==> config.mk <==
export PLATFORM = sky130hd
export DESIGN_NAME = random_delay_timer
export DESIGN_NICKNAME = d
export VERILOG_FILES = /design/src/rtl/random_delay_timer.sv
export SDC_FILE = /design/constraint.sdc
export NUM_CORES = 1
export LEC_CHECK = 0
export ABC_AREA = 1
export BUFFER_PORTS_ARGS = -buffer_cell sky130_fd_sc_hd__buf_2
export CAP_MARGIN = 5
export CORE_UTILIZATION = 55
export DETAILED_ROUTE_END_ITERATION = 16
export PLACE_DENSITY_LB_ADDON = 0.08
export SYNTH_ARGS = -nofsm -noshare
export SYNTH_HDL_FRONTEND = slang
export SYNTH_SLANG_ARGS = --single-unit
==> constraint.sdc <==
create_clock -name clk -period 2.13 [get_ports clk]
set_input_delay 0.3195 -clock clk [delete_from_list [all_inputs] [get_ports clk]]
set_output_delay 0.3195 -clock clk [all_outputs]
set_load 0.03 [all_outputs]
==> src/rtl/random_delay_timer.sv <==
// Random-delay generator: a free-running Galois LFSR sets the delay length and a
// prescaled down-counter flags expiry. Supports abort and one-shot or auto-rearm modes.
module random_delay_timer #(
  parameter int unsigned       WIDTH     = 8,
  parameter logic [WIDTH-1:0]  TAPS      = 8'hB8,
  parameter int unsigned       SEED      = 1,
  parameter int unsigned       PRESCALE  = 1,
  parameter int unsigned       MIN_DELAY = 0
) (
  input  logic             clk,
  input  logic             reset,
  input  logic             start,
  input  logic             abort,
  input  logic             auto_rearm,
  output logic [WIDTH-1:0] rnd,
  output logic [WIDTH:0]   count,
  output logic             busy,
  output logic             done,
  output logic             expired
);

  localparam int unsigned PS_W = (PRESCALE > 1) ? $clog2(PRESCALE) : 1;

  localparam logic [WIDTH-1:0] SEED_W   = WIDTH'(SEED);
  localparam logic [WIDTH-1:0] SEED_EFF = (SEED_W == '0) ? WIDTH'(1) : SEED_W;
  localparam logic [PS_W-1:0]  PS_LAST  = PS_W'(PRESCALE - 1);
  localparam logic [WIDTH:0]   MIN_W    = (WIDTH+1)'(MIN_DELAY);

  localparam logic [1:0] S_IDLE    = 2'd0;
  localparam logic [1:0] S_COUNT   = 2'd1;
  localparam logic [1:0] S_EXPIRED = 2'd2;

  logic [WIDTH-1:0] lfsr_q, lfsr_d;
  logic [1:0]       state_q, state_d;
  logic [WIDTH:0]   count_q, count_d;
  logic [PS_W-1:0]  pre_q, pre_d;
  logic             done_q, done_d;

  logic [WIDTH:0]   load_val;
  logic             tick;

  // One bit wider than the LFSR so the offset can never wrap the load value.
  assign load_val = {1'b0, lfsr_q} + MIN_W;
  assign tick     = (state_q == S_COUNT) && (pre_q == PS_LAST);

  always_comb begin
    if (lfsr_q == '0) begin
      lfsr_d = SEED_EFF;
    end else if (lfsr_q[0]) begin
      lfsr_d = (lfsr_q >> 1) ^ TAPS;
    end else begin
      lfsr_d = lfsr_q >> 1;
    end
  end

  always_comb begin
    // NOTE: every next-state signal gets a default here so no path leaves one
    // unassigned, which would otherwise infer a latch.
    state_d = state_q;
    count_d = count_q;
    pre_d   = pre_q;
    done_d  = 1'b0;

    if (abort) begin
      state_d = S_IDLE;
      count_d = '0;
      pre_d   = '0;
    end else begin
      case (state_q)
        S_IDLE, S_EXPIRED: begin
          if (start) begin
            state_d = S_COUNT;
            count_d = load_val;
            pre_d   = '0;
          end
        end
        S_COUNT: begin
          if (!tick) begin
            pre_d = pre_q + PS_W'(1);
          end else begin
            pre_d = '0;
            if (count_q != '0) begin
              count_d = count_q - (WIDTH+1)'(1);
            end else begin
              done_d = 1'b1;
              if (auto_rearm) begin
                count_d = load_val;
              end else begin
                state_d = S_EXPIRED;
                count_d = '0;
              end
            end
          end
        end
        default: begin
          state_d = S_IDLE;
          count_d = '0;
          pre_d   = '0;
        end
      endcase
    end
  end

  // NOTE: sequential state is updated only with non-blocking assignments so all
  // registers sample their inputs from the same pre-edge values.
  always_ff @(posedge clk) begin
    if (!reset) begin
      lfsr_q  <= SEED_EFF;
      state_q <= S_IDLE;
      count_q <= '0;
      pre_q   <= '0;
      done_q  <= 1'b0;
    end else begin
      lfsr_q  <= lfsr_d;
      state_q <= state_d;
      count_q <= count_d;
      pre_q   <= pre_d;
      done_q  <= done_d;
    end
  end

  assign rnd     = lfsr_q;
  assign count   = count_q;
  assign busy    = (state_q == S_COUNT);
  assign expired = (state_q == S_EXPIRED);
  assign done    = done_q;

endmodule

==> run_summary.xml <==
<?xml version="1.0" encoding="UTF-8"?>
<metrics>
  <group name="layout">
    <metric name="n_antenna_cell" unit="">0</metric>
    <metric name="area_delta_synth_final" unit="%">13.79</metric>
    <metric name="nets" unit="">194</metric>
    <metric name="finalInstanceArea" unit="µm²">1321</metric>
    <metric name="layout-drive-gt1-share" unit="">0.2406</metric>
    <metric name="final_util" unit="">0.6667</metric>
    <metric name="fillerInstances" unit="">182</metric>
  </group>
  <group name="worst_setup_path">
    <metric name="cp_data_arrival_time" unit="ns">1.48</metric>
    <metric name="critical_path.reg2reg.endpoint" unit="">state_q[1]$_SDFFE_PP0P_</metric>
    <metric name="critical_path.cell_chain" unit="">nand2_1 &gt; inv_1 &gt; buf_2</metric>
    <metric name="crit_type" unit="">register to output port</metric>
    <metric name="worstSetupEndpointType" unit="">output port</metric>
    <metric name="slowest_delay" unit="ns">0.41</metric>
    <metric name="timing.reg2reg.setup_slack" unit="ns">0.57</metric>
    <metric name="r2r_cells" unit="">8</metric>
    <metric name="path_max_fanout" unit="">11</metric>
    <metric name="critical_path.startpoint_type" unit="">register</metric>
    <metric name="cp_slowest_cell" unit="">sky130_fd_sc_hd__dfxtp_1</metric>
    <metric name="critical_path_required" unit="ns">1.81</metric>
    <metric name="reg2reg_from" unit="">count[0]$_SDFFE_PP0P_</metric>
  </group>
  <group name="detailed_routing">
    <metric name="wirelength" unit="mm">2.718</metric>
    <metric name="drt-vias-per-instance" unit="">5.341</metric>
    <metric name="drt_first_pass_iters" unit="">4</metric>
    <metric name="route.antenna.remaining_nets" unit="">0</metric>
    <metric name="drc" unit="">0</metric>
    <metric name="initialDrtViolationCount" unit="">33</metric>
    <metric name="routedWlPerCell" unit="µm">12.70</metric>
    <metric name="vias" unit="">1143</metric>
  </group>
  <group name="clocking">
    <metric name="clock_tree.root_cell" unit="">sky130_fd_sc_hd__clkbuf_4</metric>
    <metric name="cts.htree.levels" unit="">1</metric>
    <metric name="post_cts_setup_repair_bufs" unit="">0</metric>
    <metric name="tritoncts_num_sinks" unit="">21</metric>
    <metric name="clock_tree_from_tritoncts" unit="">done</metric>
    <metric name="cts_buffers" unit="">3</metric>
    <metric name="cts_clock_pin_slew_for_the_worst_setup_and_hold_paths" unit="ns">0.13</metric>
    <metric name="cts_repair_resize_count" unit="">0</metric>
    <metric name="clk_path_buf_depth" unit="">2</metric>
    <metric name="clk_latency" unit="ns">0.30</metric>
    <metric name="cts.hold.buffers_added" unit="">0</metric>
  </group>
  <group name="place">
    <metric name="buffer_ports.inserted" unit="">24</metric>
    <metric name="hpwl" unit="mm">2.041</metric>
    <metric name="place_area" unit="µm²">1291</metric>
    <metric name="dp_slack" unit="ns">0.6057</metric>
    <metric name="final_weighted_congestion_in_routability_driven_placement" unit="">0.8979</metric>
  </group>
  <group name="hold_path">
    <metric name="hold_path_class" unit="">primary input to register</metric>
    <metric name="holdCritStartpoint" unit="">reset</metric>
    <metric name="timing.hold.worst_path_depth" unit="">3</metric>
    <metric name="worst_hold_path.endpoint" unit="">rnd[7]$_SDFF_PP0_</metric>
  </group>
  <group name="grt">
    <metric name="grt.overflow.total" unit="">0</metric>
    <metric name="groute.usage.overall" unit="">0.2713</metric>
    <metric name="first_pass_grt_wire_length" unit="mm">4.278</metric>
    <metric name="antenna_found_initial" unit="">0</metric>
    <metric name="first_global_vias" unit="">939</metric>
    <metric name="grt_start_max_net_pins" unit="">14</metric>
  </group>
  <group name="sta">
    <metric name="timing.setup.tns" unit="ns">0</metric>
    <metric name="final.setup.worst_slack" unit="ns">0.3278</metric>
    <metric name="period_share" unit="">0.8461</metric>
    <metric name="fmax" unit="MHz">554.9</metric>
    <metric name="fin_crit" unit="ns">1.802</metric>
    <metric name="final.setup_skew" unit="ns">0.002389</metric>
    <metric name="final-max-slew-violation-count" unit="">0</metric>
    <metric name="rsz0062_at_grt" unit="">no</metric>
    <metric name="timing.slew.headroom" unit="">0.7446</metric>
    <metric name="slew_at_the_pin_with_the_worst_max_slew_slack" unit="ns">0.3827</metric>
    <metric name="setup_viol" unit="">0</metric>
    <metric name="final-hold-violation-count" unit="">0</metric>
  </group>
  <group name="logic_synthesis">
    <metric name="post_synth_inst_count" unit="">162</metric>
    <metric name="synthFlopType" unit="">sky130_fd_sc_hd__dfxtp_1</metric>
    <metric name="synth.yosys.seq_area_share" unit="">0.3621</metric>
    <metric name="synthesis.area" unit="µm²">1161</metric>
    <metric name="postSynthRegisterBits" unit="">21</metric>
    <metric name="syn-num-nets" unit="">168</metric>
    <metric name="number_of_enable_flip_flop_cells_after_synthesis" unit="">0</metric>
    <metric name="yosys.cell_types.count" unit="">29</metric>
    <metric name="yosys_warnings" unit="">0</metric>
    <metric name="share_of_async_settable_or_async_resettable_flops_after_synthesis" unit="">0</metric>
    <metric name="avgSynthCellArea" unit="µm²">7.167</metric>
  </group>
  <group name="pwr">
    <metric name="cellLeakagePower" unit="µW">0.0006088</metric>
    <metric name="peakVddDrop" unit="mV">0.6199</metric>
    <metric name="power_density_relative_to_cell_area" unit="nW/µm²">725.4</metric>
    <metric name="post-layout-total-power" unit="µW">958.5</metric>
  </group>
  <group name="job">
    <metric name="cap_viol_max_count" unit="">0</metric>
  </group>
  <group name="status">
    <metric name="run_status" unit="">completed</metric>
  </group>
  <group name="floorplanning">
    <metric name="fp.dieW" unit="µm">47.95</metric>
    <metric name="top_level_ports" unit="">25</metric>
    <metric name="rows" unit="">16</metric>
    <metric name="initial_core_util" unit="">0.5859</metric>
    <metric name="fp.dieH" unit="µm">47.95</metric>
    <metric name="die_area" unit="µm²">2299</metric>
    <metric name="core-area" unit="µm²">1982</metric>
  </group>
</metrics>
## final cells by class
cell class / count / area, µm² / area share
clock inverters: 1 / 7.507 / 0.005682
multi-input cells: 119 / 645.6 / 0.4886
repair buffers: 24 / 120.1 / 0.09091
flip-flops and latches: 21 / 420.4 / 0.3182
clock buffers: 3 / 22.52 / 0.01705
well taps: 27 / 33.78 / 0.02557
inverters: 19 / 71.32 / 0.05398
## cells by family after synthesis
group,count (synthesis),share of synthesized area
DFF,21,0.3621
xor gates and xnor gates,4,0.03018
AOI/OAI and AO/OA,32,0.1573
buffers and inverters,22,0.08190
adders and majority gates,1,0.01077
and+or+nand+nor,82,0.3578
## cell usage after synthesis, types with 2 or more instances
cell type | number | area (µm²)
sky130_fd_sc_hd__o21ai_0 | 9 | 45.04
sky130_fd_sc_hd__inv_1 | 17 | 63.81
sky130_fd_sc_hd__o21ai_2 | 2 | 17.52
sky130_fd_sc_hd__dfxtp_1 | 21 | 420.4
sky130_fd_sc_hd__nand3_1 | 17 | 85.08
sky130_fd_sc_hd__nor3_1 | 4 | 20.02
sky130_fd_sc_hd__nand2_4 | 2 | 22.52
sky130_fd_sc_hd__nand2_1 | 32 | 120.1
sky130_fd_sc_hd__nor2_1 | 14 | 52.55
sky130_fd_sc_hd__nor2_2 | 4 | 25.02
sky130_fd_sc_hd__a21oi_1 | 18 | 90.09
sky130_fd_sc_hd__xnor2_1 | 3 | 26.28
sky130_fd_sc_hd__inv_2 | 2 | 7.510
sky130_fd_sc_hd__nor3b_1 | 2 | 15.01
## cells in the final DEF (no fill, tap or decap), drive strengths merged
master | synthesis | routed
buf | 2 | 24
o21ai | 13 | 13
nand4 | 1 | 1
nand2 | 35 | 35
nor4 | 2 | 2
clkinvlp | 0 | 1
or2 | 2 | 2
xor2 | 1 | 1
clkbuf | 1 | 3
a21oi | 19 | 19
nor3b | 2 | 2
dfxtp | 21 | 21
ha | 1 | 1
nor2 | 19 | 19
inv | 19 | 19
xnor2 | 3 | 3
nor3 | 4 | 4
nand3 | 17 | 17
## flip-flops by register name, indices dropped and copies added, names as in the netlist
| signal | flops |
|---|---|
| count | 9 |
| done | 1 |
| rnd | 8 |
| pre_q | 1 |
| state_q | 2 |
## how the worst max path moves through the flow
| stage | startpoint | endpoint | slack (ns) | depth (start not counted) |
|---|---|---|---|---|
| global route | state_q[0]$_SDFFE_PP0P_ | busy | 0.24 | 3 |
| detailed placement | count[0]$_SDFFE_PP0P_ | state_q[0]$_SDFFE_PP0P_ | 0.61 | 9 |
| finish | state_q[0]$_SDFFE_PP0P_ | busy | 0.33 | 3 |
| CTS | state_q[0]$_SDFFE_PP0P_ | busy | 0.33 | 3 |
| global placement | count[0]$_SDFFE_PP0P_ | state_q[0]$_SDFFE_PP0P_ | 0.66 | 9 |
| floorplan | count[0]$_SDFFE_PP0P_ | count[7]$_SDFFE_PP0P_ | 0.61 | 8 |
## routing by layer
layer  track usage  vias up  share of wire
met4       0.06667        0         0.0052
met3       0.04528        2          0.062
met1        0.3645      516           0.44
met5             0        -              0
li1              -      583              -
met2        0.4514       42           0.50
## where the power goes
part	leakage, µW	internal, µW	total, µW	switching (µW)
combinational	0.000423	101	297	196
clock	0.0000139	71.4	200	128
sequential	0.000172	419	461	41.9
total	0.000609	592	958	367
## through the flow
stage	instances	hold slack, ns
2_1_floorplan	162	0.4000
3_3_place_gp	210	0.4124
3_5_place_dp	210	0.4105
4_1_cts	214	0.2208
5_1_grt	214	0.2239
6_report	214	0.2265
## critical path, delay by kind of cell (launching register included)
family        cells  cell delay [ns]
flops             1             0.41
simple gates      1             0.16
buf+inv           2             0.60
No activity file was read; power rests on OpenSTA's default activity.
